<file path="src/rtl/gpi_debounce_pkg.sv">
// Shared defaults and sizing helper for the general-purpose input debouncer.
package gpi_debounce_pkg;

  localparam int unsigned DebounceCyclesDefault = 500000;
  localparam int unsigned SyncStagesDefault     = 2;

  // Counter must hold values up to DebounceCycles.
  function automatic int unsigned cnt_width(input int unsigned cycles);
    return $clog2(cycles + 1);
  endfunction

endpackage

</file>
<file path="src/rtl/gpi_debounce_bit.sv">
// One input bit: synchroniser, stability counter, accepted level and edge pulses.
module gpi_debounce_bit
  import gpi_debounce_pkg::*;
#(
  parameter int unsigned DebounceCycles = DebounceCyclesDefault,
  parameter int unsigned SyncStages     = SyncStagesDefault
) (
  input  logic clk_sys_i,
  input  logic rst_sys_i,
  input  logic raw_i,
  output logic debounced_o,
  output logic rise_o,
  output logic fall_o
);

  localparam int unsigned CntW = cnt_width(DebounceCycles);
  localparam logic [CntW-1:0] CntLast = CntW'(DebounceCycles - 1);

  (* ASYNC_REG = "TRUE" *) logic [SyncStages-1:0] sync_q;
  logic [SyncStages-1:0] sync_d;
  logic                  sync;

  logic            stable_q, stable_d;
  logic [CntW-1:0] cnt_q, cnt_d;
  logic            rise_q, rise_d;
  logic            fall_q, fall_d;

  assign sync_d = {sync_q[SyncStages-2:0], raw_i};
  assign sync   = sync_q[SyncStages-1];

  // Accept a new level only after it has differed for DebounceCycles edges in a row.
  always_comb begin
    stable_d = stable_q;
    cnt_d    = cnt_q;
    rise_d   = 1'b0;
    fall_d   = 1'b0;
    if (sync == stable_q) begin
      cnt_d = '0;
    end else if (cnt_q == CntLast) begin
      stable_d = sync;
      cnt_d    = '0;
      rise_d   = sync;
      fall_d   = ~sync;
    end else begin
      cnt_d = cnt_q + CntW'(1);
    end
  end

  always_ff @(posedge clk_sys_i or posedge rst_sys_i) begin
    if (rst_sys_i) begin
      sync_q   <= '0;
      stable_q <= 1'b0;
      cnt_q    <= '0;
      rise_q   <= 1'b0;
      fall_q   <= 1'b0;
    end else begin
      sync_q   <= sync_d;
      stable_q <= stable_d;
      cnt_q    <= cnt_d;
      rise_q   <= rise_d;
      fall_q   <= fall_d;
    end
  end

  assign debounced_o = stable_q;
  assign rise_o      = rise_q;
  assign fall_o      = fall_q;

endmodule

</file>
<file path="src/rtl/gpi_debounce.sv">
// Per-bit debounce of asynchronous board inputs with rise/fall pulses.
module gpi_debounce
  import gpi_debounce_pkg::*;
#(
  parameter int unsigned Width          = 8,
  parameter int unsigned DebounceCycles = DebounceCyclesDefault,
  parameter int unsigned SyncStages     = SyncStagesDefault
) (
  input  logic             clk_sys_i,
  input  logic             rst_sys_i,
  input  logic [Width-1:0] raw_i,
  output logic [Width-1:0] debounced_o,
  output logic [Width-1:0] rise_o,
  output logic [Width-1:0] fall_o
);

  for (genvar i = 0; i < Width; i++) begin : g_bit
    gpi_debounce_bit #(
      .DebounceCycles(DebounceCycles),
      .SyncStages    (SyncStages)
    ) u_bit (
      .clk_sys_i  (clk_sys_i),
      .rst_sys_i  (rst_sys_i),
      .raw_i      (raw_i[i]),
      .debounced_o(debounced_o[i]),
      .rise_o     (rise_o[i]),
      .fall_o     (fall_o[i])
    );
  end

endmodule
</file>
<file path="config.mk">
export PLATFORM = sky130hd
export DESIGN_NAME = gpi_debounce
export DESIGN_NICKNAME = d
export VERILOG_FILES = /design/src/rtl/gpi_debounce_pkg.sv /design/src/rtl/gpi_debounce_bit.sv /design/src/rtl/gpi_debounce.sv
export SDC_FILE = /design/constraint.sdc
export NUM_CORES = 1
export LEC_CHECK = 0
export CAP_MARGIN = 20
export CORE_MARGIN = 2
export CORE_UTILIZATION = 31
export CTS_CLUSTER_DIAMETER = 150
export CTS_CLUSTER_SIZE = 16
export DETAILED_ROUTE_END_ITERATION = 12
export DONT_BUFFER_PORTS = 1
export PLACE_DENSITY = 0.53
export SYNTH_ARGS = -nofsm -noshare
export SYNTH_HDL_FRONTEND = slang
export SYNTH_HIERARCHICAL = 1
export SYNTH_SLANG_ARGS = --single-unit
</file>
<file path="constraint.sdc">
create_clock -name clk_sys_i -period 1.6 [get_ports clk_sys_i]
set_input_delay 0.16 -clock clk_sys_i [delete_from_list [all_inputs] [get_ports clk_sys_i]]
set_output_delay 0.16 -clock clk_sys_i [all_outputs]
set_load 0.02 [all_outputs]
</file>
Yosys cells after proc, flatten, opt, wreduce, memory -nomap -nowiden:

Index checks and enable logic that the tools add are counted.
W data, S select, Z words.

* word-level logic and storage cells: 136
* flip-flop bits (word level): 192

* muxes and demuxes: 48
* bitwise operators: 16
* equal/unequal tests: 16
* reductions and logical operators: 8
* $add $sub $neg: 8

Operators with widths (number)
* $mux W19: 16
* $add A19 B1 Y19 const B: 8
* $eq A19 B19 Y1 const B: 8
* $mux W1: 32
* $not A1 Y1: 16
* $reduce_and A2 Y1: 8
* $eq A1 B1 Y1: 8

Depth between registers and ports, before layout:

Gate-level depths: netlist (run 1).

* depth in word-level cells: 3
* gate-level depth with buffers: 6
* gate-level depth less buffers: 5

Cells and area by module:

Netlist (run 1), hierarchy kept.

Modules (own cells, without submodules)
* gpi_debounce_bit: cells an instance 110, instances 8, area an instance 1192.4 um^2

Worst setup path before layout (run 1):

OpenSTA, ideal clock, no wires.

* path type: reg2reg
* start point: reg g_bit[0].u_bit.cnt_q[0]
* end point: reg g_bit[0].u_bit.stable_q
* buffers on the path: 0
* setup time: 0.125 ns
* period minus slack after synthesis: 1.640 ns
* setup slack: -0.040 ns
* stages on the path, launching flop included: 6
* arrival: 1.515 ns
* path through: dfrtp_1 -> ha_1 -> and3_1 -> nand4_1 -> nor2_1 -> mux2_2

* word-level cells in the longest chain between the ends: 2

Ends and longest elaborated chain
* from (decl): line gpi_debounce_bit.sv:24 `logic [CntW-1:0] cnt_q, cnt_d;`
* from (signal assigned): line gpi_debounce_bit.sv:59 `cnt_q <= cnt_d;`
* $eq A19 B19 Y1: line gpi_debounce_bit.sv:39 `end else if (cnt_q == CntLast) begin`
* $reduce_and A2 Y1 (no source line)
* to (signal assigned): line gpi_debounce_bit.sv:58 `stable_q <= stable_d;`
* to (decl): line gpi_debounce_bit.sv:23 `logic stable_q, stable_d;`

Every way passes these cells.
A chain may end at the register's enable or synchronous reset.

Worst setup path in the final report (run 1):

* start point: reg g_bit[0].u_bit.cnt_q[14]
* end point: reg g_bit[0].u_bit.stable_q

Same word-level chain as after synthesis.

==> metrics, run 1 <==
busiest grt layer=met2; CP arrival=a little under 2 ns; sequential area share after synthesis=0.504; Layout Skew=about 0.011 ns; I/O pin count=34; Avg Cell Area, Syn=around 11 sq um; dpl cell area=~12000 sq um; total core area=30400 sq um; CTS Buf Count=17; Worst-path clk slew=~0.080 ns; first-pass GRT wire length=approximately 34000 um; Worst Tran Pin Value=0.632 ns; sequential cell area=just under 5000 sq um; met2 Resource Use GR=0.213; Area Growth Syn to Fin=35.6%; RR Startpoint=g_bit[0].u_bit/cnt_q[14]$_DFF_PP0_; flops & latches, synth=~190; P per Cell Area=743 nW/um^2; Max Root-Sink Buffers=2; reg2reg path depth=5; syn_nets=~900; Final Max Slew Viols=0; violated checks=negative setup slack; DR vias/cell=roughly 4.7; Hold/Removal Path Class=input pin to flip-flop; Hold Fails Final Rpt=0; Routed Antenna Nets=0; Worst Setup SP=g_bit[0].u_bit/cnt_q[14]$_DFF_PP0_; Mapped Area=9540 sq um; HPWL Detailed=approximately 14000 um; end point of the critical path=g_bit[0].u_bit/debounced_o$_DFFE_PP0P_; Antenna diodes=0; synth top area cells=dfrtp_1, xnor2_1, nor2_1, nand4_4, nand4b_1; M1 GR Usage=0.168; Critical Path RT=approximately 1.9 ns; Yosys top cell area share=0.504; fraction of layout cells with a size suffix above 1=0.393; root buf cell=clkbuf_16; DIE AREA=~32000 sq um; DRC=0; flop2flop setup slack=-0.04 ns; Crit. End Element=flip-flop; Hold WS=about 0.28 ns; met3 Use GR=0.0257; worst slack at placement=-0.140 ns; Site Rows=between 60 and 70; Fillers=between 2000 and 3000; # clock sinks=about 190; RSZ-0062 raised after global routing=true; vias in the first global route=approximately 7200; Max-cap violations=0; Yosys cell types=28; VDD IR max=0.702 mV; DIE HEIGHT=approximately 180 um; TritonRoute pass-1 iters=4; initial antenna violation count=0; Via Count=between 7000 and 8000; post-synthesis cell count=880; clock latency on the worst-skew pair=0.43 ns; Ys Warns=6; gr usage total=0.127; area occupied by multi-input gates=roughly 5100 sq um; final setup fails=approximately 40; post-layout worst setup margin=-0.0385 ns; top cell type by total area after synthesis=dfrtp_1; CTS tree=done; WL final=20200 um; post-DR wirelength/cell=about 13 um; fin nets=around 1100; post-route minimum period=1.64 ns; gr ovfl total=0; CP max FO=2; Worst slew margin=0.577; period utilization=1.02; f_max=between 600 and 700 MHz; IO buf count=0; Die X=179 um; Final GP Congestion=about 0.76; first-iteration detailed-routing DRC count=310; Worst R2R End=g_bit[0].u_bit/debounced_o$_DFFE_PP0P_; Initial Util=0.313; outcome=complete, but fails checks; largest net degree at the start of global routing=25; Setup CP Type=flip-flop to flip-flop; crit start category=flip-flop; leakage=roughly 5.4 nW; H-tree depth=4; cell area after layout=around 13000 sq um
==> sequential cells by signal (all words and copies together) (netlist names) <==
| register | cells |
|---|---|
| g_bit.u_bit/cnt_q | 152 |
| g_bit.u_bit/debounced_o | 8 |
| g_bit.u_bit/fall_o | 8 |
| g_bit.u_bit/rise_o | 8 |
| g_bit.u_bit/sync_q | 16 |
==> Yosys cell counts <==
library cell	count
dfrtp_1	192
nor2_1	168
xnor2_1	96
inv_1	40
nand2_1	40
nand3_1	40
a21oi_1	32
nand4b_1	24
nor3_1	24
nor4_1	24
and3_1	16
nand3_2	16
nand4_1	16
nand4_4	16
nor3b_1	16
o21ai_1	16
xor2_1	16
and4bb_2	8
buf_4	8
ha_1	8
mux2_2	8
mux2i_1	8
nor4_2	8
nor4_4	8
nor4bb_1	8
o21bai_4	8
or4_1	8
or4_4	8
==> what timing repair did <==
action / in CTS / in global routing
hold buffers: 9 / 0
setup endpoints to repair: 100 / 133
gates resized for setup: 28 / 128
hold endpoints to repair: 186 / 0
gates cloned: 0 / 2
pin swaps: 24 / 57
setup buffers: 3 / 11
==> power breakdown <==
part	leakage (nW)	total (mW)	switching (mW)	internal [mW]
registers	2.62	4.98	0.0648	4.92
logic	2.47	0.537	0.306	0.231
clock network	0.270	4.09	1.91	2.17
total	5.36	9.61	2.28	7.32
==> layer usage <==
| layer | part of all wire | wire length [um] | vias up |
|---|---|---|---|
| li1 | - | - | 3554 |
| met1 | 0.48 | 9650 | 3492 |
| met2 | 0.49 | 9930 | 45 |
| met3 | 0.018 | 355 | 13 |
| met4 | 0.012 | 238 | 0 |
| met5 | 0 | 0 | - |
==> logic make-up (layout without fill, tap and decap cells) <==
kind of cell / Yosys count / in the layout / synth area share
and+or+nand+nor: 448 / 448 / 0.302
DFF: 192 / 192 / 0.504
xor gates and xnor gates: 112 / 112 / 0.103
AOI/OAI and AO/OA: 56 / 56 / 0.0409
buffers and inverters: 48 / 296 / 0.0220
muxes: 16 / 16 / 0.0178
adders and majority gates: 8 / 8 / 0.0105
==> cell usage in the layout, fill, tap and decap left out, types with 9 or more instances in the layout <==
cell type and n:
a21oi_1 21, a21oi_2 11, and3_1 13, buf_4 197, buf_6 15, clkbuf_16 17
dfrtp_1 187, dlygate4sd3_1 9, inv_1 40, nand2_1 40, nand3_1 40, nand3_2 16
nand4_1 16, nand4_4 16, nand4b_1 24, nor2_1 113, nor2_2 33, nor2_4 22
nor3_1 24, nor3b_2 11, nor4_1 13, nor4_2 17, nor4_4 10, o21ai_1 13
or4_4 11, xnor2_1 96, xor2_1 16
==> worst min-delay path by stage <==
stage                   start                                endpoint  slack (ns)  cells past startpoint
global route         raw_i[7]      g_bit[7].u_bit/sync_q[0]$_DFF_PP0_        0.26                      1
CTS                  raw_i[2]      g_bit[2].u_bit/sync_q[0]$_DFF_PP0_        0.25                      1
finish               raw_i[3]      g_bit[3].u_bit/sync_q[0]$_DFF_PP0_        0.28                      1
detailed placement  rst_sys_i      g_bit[0].u_bit/sync_q[1]$_DFF_PP0_        0.04                      1
global placement    rst_sys_i  g_bit[0].u_bit/debounced_o$_DFFE_PP0P_        0.02                      1
floorplan           rst_sys_i       g_bit[0].u_bit/cnt_q[0]$_DFF_PP0_        0.17                      1
==> through the flow <==
step	setup TNS (ns)	total power, mW	instances	util
after CTS	-0.475	9.76	1513	0.405
after global routing	-9.16	10.1	1524	0.425
after global placement	-2.21	5.53	1470	0.380
after floorplan	-0.103	5.33	880	-
final	-0.402	9.61	1524	0.425
after detailed placement	-4.68	5.54	1470	0.380
==> final cells by class <==
type / count / area share
Multi-Input combinational cell: 640 / 0.396
Sequential cell: 192 / 0.372
Timing Repair Buffer: 225 / 0.139
Tap cell: 396 / 0.0383
Clock buffer: 18 / 0.0332
Inverter: 40 / 0.0116
Clock inverter: 13 / 0.00987
==> critical path, cell delays in order, from the launching register on <==
cell and delay [ns]:
dfrtp_1 0.38, nor4bb_2 0.33, buf_4 0.17, nand4_1 0.16
nor2_2 0.17, mux2_4 0.32
No activity file was read; power rests on OpenSTA's default activity.
==> run 2, diff against run 1 <==
- CTS_CLUSTER_DIAMETER: 150 -> default
- clock period: 1.6 -> 1.35 ns (I/O delays scaled with it)
==> metrics, run 2 (same netlist as run 1, synthesis figures left out) <==
Worst Hold End=g_bit[3].u_bit/sync_q[0]$_DFF_PP0_; most frequent cells in the layout=buf_4, dfrtp_1, xnor2_1, nor2_1, nor2_2; Critical Path RT=1.68 ns; H-tree depth=4; Routed Antenna Nets=0; clock latency on the worst-skew pair=approximately 0.44 ns; period utilization=1.23; Largest regs=g_bit.u_bit/cnt_q: 152 flops, g_bit.u_bit/sync_q: 16 flops; DRC=0; DR vias/cell=4.62; area occupied by multi-input gates=about 5300 sq um; number of flip-flops in the largest register=152; Post-Layout Cell Count=between 1500 and 2000; post-layout worst setup margin=-0.311 ns; WL final=roughly 22000 um; flop2flop setup slack=-0.31 ns; IO buf count=0; Die X=about 180 um; reg2reg path depth=7; f_max=between 600 and 700 MHz; Antenna diodes=0; final setup fails=about 170; root buf cell=clkbuf_16; post-route minimum period=~1.7 ns; Fillers=2838; Hold Fails Final Rpt=0; hold path start=raw_i[3]; DIE HEIGHT=between 150 and 200 um; Via Count=roughly 7600; Worst-path clk slew=~0.07 ns; Cells after DPL=1575; crit start category=flip-flop; Layout Skew=between 0.007 and 0.008 ns; Initial Util=0.313; CTS Buf Count=17; violated checks=negative setup slack; initial antenna violation count=0; outcome=complete, but fails checks; vias in the first global route=roughly 8000; # clock sinks=192; DIE AREA=roughly 32000 sq um; post-DR wirelength/cell=approximately 13 um; Max-cap violations=0; Worst Tran Pin Value=about 0.52 ns; Crit. End Element=flip-flop; TritonRoute pass-1 iters=4; Worst slew margin=0.653; largest net degree at the start of global routing=25; first-pass GRT wire length=approximately 38000 um; total core area=30400 sq um; I/O pin count=34; CP max FO=8; Largest Register=g_bit.u_bit/cnt_q; gr usage total=0.141; fin nets=about 1300; P per Cell Area=around 800 nW/um^2; leakage=just under 6 nW; gr ovfl total=0; fraction of layout cells with a size suffix above 1=0.492; first-iteration detailed-routing DRC count=~380; sequential cell area=between 4000 and 5000 sq um; CTS tree=done; RR Startpoint=g_bit[2].u_bit/cnt_q[14]$_DFF_PP0_; Area Growth Syn to Fin=48.9%; Util after Layout=0.467; commonest non-fill, non-tap cell in the layout=buf_4; Setup CP Type=flip-flop to flip-flop; Final GP Congestion=~0.77; cell area after layout=14200 sq um; Hold Path Cell Cnt=1; Worst R2R End=g_bit[2].u_bit/cnt_q[7]$_DFF_PP0_; VDD IR max=0.808 mV; HPWL Detailed=~15000 um; dpl cell area=12600 sq um; CP arrival=~2 ns; Hold/Removal Path Class=input pin to flip-flop; Max Root-Sink Buffers=2; RSZ-0062 raised after global routing=true; Site Rows=between 60 and 70; Final Max Slew Viols=0
-- run 2: critical path, stage by stage, from the launching register on --
cell,delay (ns)
dfrtp_1,0.40
nor4bb_2,0.34
buf_4,0.17
nand4_1,0.11
buf_4,0.17
o21bai_4,0.15
buf_6,0.17
nor2_1,0.05
-- run 2: what timing repair did --
item                                    4_1_cts  5_1_grt
cloned                                        6        1
setup buffers                                16       14
endpoints found under the setup margin      168      168
hold buffers                                  9        0
pin swaps                                    52       25
gates resized for setup                     107       80
endpoints found under the hold margin       200        0
-- run 2: worst max-delay path by stage --
| stage | endpoint | from |
|---|---|---|
| floorplan | g_bit[0].u_bit/debounced_o$_DFFE_PP0P_ | g_bit[0].u_bit/cnt_q[11]$_DFF_PP0_ |
| global placement | g_bit[2].u_bit/cnt_q[18]$_DFF_PP0_ | g_bit[2].u_bit/cnt_q[14]$_DFF_PP0_ |
| detailed placement | g_bit[0].u_bit/debounced_o$_DFFE_PP0P_ | g_bit[0].u_bit/cnt_q[14]$_DFF_PP0_ |
| CTS | g_bit[2].u_bit/cnt_q[12]$_DFF_PP0_ | g_bit[2].u_bit/cnt_q[11]$_DFF_PP0_ |
| global route | g_bit[2].u_bit/cnt_q[8]$_DFF_PP0_ | g_bit[2].u_bit/cnt_q[14]$_DFF_PP0_ |
| finish | g_bit[2].u_bit/cnt_q[7]$_DFF_PP0_ | g_bit[2].u_bit/cnt_q[14]$_DFF_PP0_ |
-- run 2: stage by stage --
stage               hold WS [ns]  setup TNS (ns)  total power [mW]  worst slack, ns
global route               0.218          -45.28              12.0           -0.362
floorplan                  0.149          -21.22              6.39           -0.235
CTS                        0.217          -31.99              11.7           -0.272
detailed placement        0.0286          -39.04              6.67           -0.342
finish                     0.244          -31.61              11.5           -0.311
global placement          0.0203          -35.75              6.66           -0.325
-- run 2: routing by layer --
metal,GRT usage,part of all wire,up-vias
met1,0.181,0.47,3734
met5,0,0,-
met2,0.240,0.50,55
li1,-,-,3822
met3,0.0276,0.021,20
met4,0.0433,0.014,0
-- run 2: cell type report --
class / count / share of cell area
Tap cell: 396 / 0.0349
Inverter: 40 / 0.0106
Multi-Input combinational cell: 640 / 0.372
Sequential cell: 192 / 0.340
Clock inverter: 10 / 0.00608
Clock buffer: 22 / 0.0327
Timing Repair Buffer: 350 / 0.204
-- run 2: power by group --
part	switching (mW)	total (mW)	internal [mW]
combinational	0.390	0.728	0.338
clock	2.18	4.81	2.63
sequential	0.0946	5.93	5.84
==> run 3, diff against run 2 <==
- SYNTH_HIERARCHICAL: 1 -> default
==> metrics, run 3 <==
Worst Tran Pin Value=0.434 ns; Stages on worst setup path=4; Worst path max stage delay=around 0.56 ns; Avg Cell Area, Syn=approximately 10 sq um; Flop pwr share=0.512; leakage=just under 6 nW; Worst slew margin=0.710; Mapped Area=a little over 9000 sq um; total core area=slightly below 30000 sq um; Top delay family on crit path=simple AND/OR/NAND/NOR gates; Worst-path clk slew=approximately 0.07 ns; most frequent cells after synthesis=dfrtp_1, nor2_1, xnor2_1; Layout Skew=0.00765 ns; f_max=about 550 MHz; commonest non-fill, non-tap cell in the layout=buf_4; ys flop type=dfrtp_1; initial antenna violation count=0; crit path cell chain=nor4_2 > nand4_1 > or4_4 > mux2_4; Site Rows=63; TritonRoute pass-1 iters=7; Via Count=~7600; Worst R2R End=g_bit[2].u_bit.debounced_o$_DFFE_PP0P_; Largest regs=g_bit.u_bit.cnt_q: 152 flops, g_bit.u_bit.sync_q: 16 flops; post-DR wirelength/cell=roughly 14 um; RSZ-0062 raised after global routing=true; CP max FO=2; Crit. End Element=flip-flop; clock latency on the worst-skew pair=0.44 ns; sequential area share after synthesis=0.516; crit start category=flip-flop; final setup fails=between 150 and 200; CTS tree=done; Power, Total=approximately 12 mW; VDD IR max=roughly 0.77 mV; largest net degree at the start of global routing=56; internal power=8.80 mW; DR vias/cell=4.73; vias in the first global route=a little under 8000; Die X=177 um; synth top area cells=dfrtp_1, xnor2_1, nor2_1, nand3_1, nand4_1; Yosys cell types=45; Fillers=~2700; Critical Path RT=1.68 ns; Hold/Removal Path Class=input pin to asynchronous set/reset pin; flops & latches, synth=between 150 and 200; Util after Layout=0.466; clock network power share=0.424; Hold Fails Final Rpt=0; Setup CP Type=flip-flop to flip-flop; flop2flop setup slack=-0.48 ns; Net Sw Frac=0.238; Max-cap violations=0; post-synthesis cell count=around 890; gr usage total=0.146; most common cell in the netlist=dfrtp_1; Area Growth Syn to Fin=48.4%; root buf cell=clkbuf_16; Max Root-Sink Buffers=2; Final Max Slew Viols=0; Antenna diodes=0; Routed Antenna Nets=0; DIE HEIGHT=177 um; number of flip-flops in the largest register=152; syn_nets=about 910; P per Cell Area=836 nW/um^2; asr flop ratio synth=1.00; reg2reg path depth=4; CTS Buf Count=17; Buf/Inv on CP=0; Final GP Congestion=0.832; most frequent cells in the layout=buf_4, dfrtp_1, xnor2_1, nor2_2, nand3_1; post-route minimum period=between 1.5 and 2 ns; H-tree depth=4; outcome=complete, but fails checks; top cell type by total area after synthesis=dfrtp_1; Cells after DPL=~1500; violated checks=negative setup slack; Initial Util=0.314; DRC=0; Post-Layout Cell Count=1612; gr ovfl total=0; switching pwr=between 2 and 3 mW; # clock sinks=between 150 and 200; first-iteration detailed-routing DRC count=421; HPWL Detailed=14700 um; post-layout worst setup margin=-0.483 ns; Yosys top cell area share=0.516; I/O pin count=34; Post-synth EDFFs=0; Ys Warns=0; Combinational Power Share=0.064; CP arrival=2.16 ns; slowest stage cell, crit path=or4_4; Largest Register=g_bit.u_bit.cnt_q; setup TNS=-55.17 ns; fraction of layout cells with a size suffix above 1=0.478; IO buf count=0; RR Startpoint=g_bit[2].u_bit.cnt_q[14]$_DFF_PP0_; period utilization=1.36; WL final=around 22000 um; DIE AREA=31400 sq um; first-pass GRT wire length=~38000 um; fin nets=1228
[run 3: per-layer routing]
layer	global-route usage	wire length (um)
met1	0.192	10400
met2	0.243	11000
met3	0.0270	450
met4	0.0482	290
met5	0	0
[run 3: worst max-delay path by stage]
stage                                                  start                                endpoint  slack, ns
after floorplan                                    rst_sys_i       g_bit[0].u_bit.cnt_q[0]$_DFF_PP0_      -1.26
after global placement    g_bit[4].u_bit.cnt_q[11]$_DFF_PP0_  g_bit[4].u_bit.debounced_o$_DFFE_PP0P_      -0.47
after detailed placement  g_bit[1].u_bit.cnt_q[11]$_DFF_PP0_  g_bit[1].u_bit.debounced_o$_DFFE_PP0P_      -0.49
after CTS                  g_bit[2].u_bit.cnt_q[5]$_DFF_PP0_  g_bit[2].u_bit.debounced_o$_DFFE_PP0P_      -0.46
after global routing      g_bit[2].u_bit.cnt_q[14]$_DFF_PP0_  g_bit[2].u_bit.debounced_o$_DFFE_PP0P_      -0.51
final                     g_bit[2].u_bit.cnt_q[14]$_DFF_PP0_  g_bit[2].u_bit.debounced_o$_DFFE_PP0P_      -0.48
[run 3: layout make-up]
type | count | area (sq um) | share of cell area
inverters | 19 | 75.1 | 0.00544
clock inverters | 11 | 109 | 0.00788
multi-input cells | 637 | 5050 | 0.366
repair buffers | 343 | 2830 | 0.205
flip-flops and latches | 192 | 4810 | 0.348
clock buffers | 20 | 447 | 0.0323
well taps | 390 | 488 | 0.0353
[run 3: repair_timing]
action                                 CTS  global route
endpoints found under the hold margin  200             0
pin swaps                               45            33
buffers inserted                        26            21
gates resized for setup                111           107
cloned                                   4             3
hold buffers                             9             0
setup endpoints to repair              168           168
[run 3: cells by family after synthesis]
kind of cell / Yosys count / synth area share
flip-flops: 192 / 0.516
multiplexers: 11 / 0.0141
AO/OA/AOI/OAI: 59 / 0.0531
XOR/XNOR: 117 / 0.110
adder cells (fa/ha/maj): 8 / 0.0108
buffers and inverters: 58 / 0.0348
AND/OR/NAND/NOR: 442 / 0.261
[run 3: power groups by stage]
stage                     sequential [mW]  clock (mW)  combinational, mW
after detailed placement             6.02           0              0.571
after CTS                            5.91        5.08              0.667
after global placement               6.02           0              0.569
final                                5.91        4.89              0.740
after global routing                 5.92        5.31              0.820
after floorplan                      6.02           0              0.297
[run 3: through the flow]
stage | instance area [sq um] | setup slack, ns | hold slack [ns]
6_report | 13800 | -0.483 | 0.144
5_1_grt | 13800 | -0.512 | 0.152
2_1_floorplan | 9590 | -1.26 | 0.166
3_5_place_dp | 12000 | -0.490 | -0.00131
4_1_cts | 13300 | -0.455 | 0.126
3_3_place_gp | 12000 | -0.470 | -0.00125
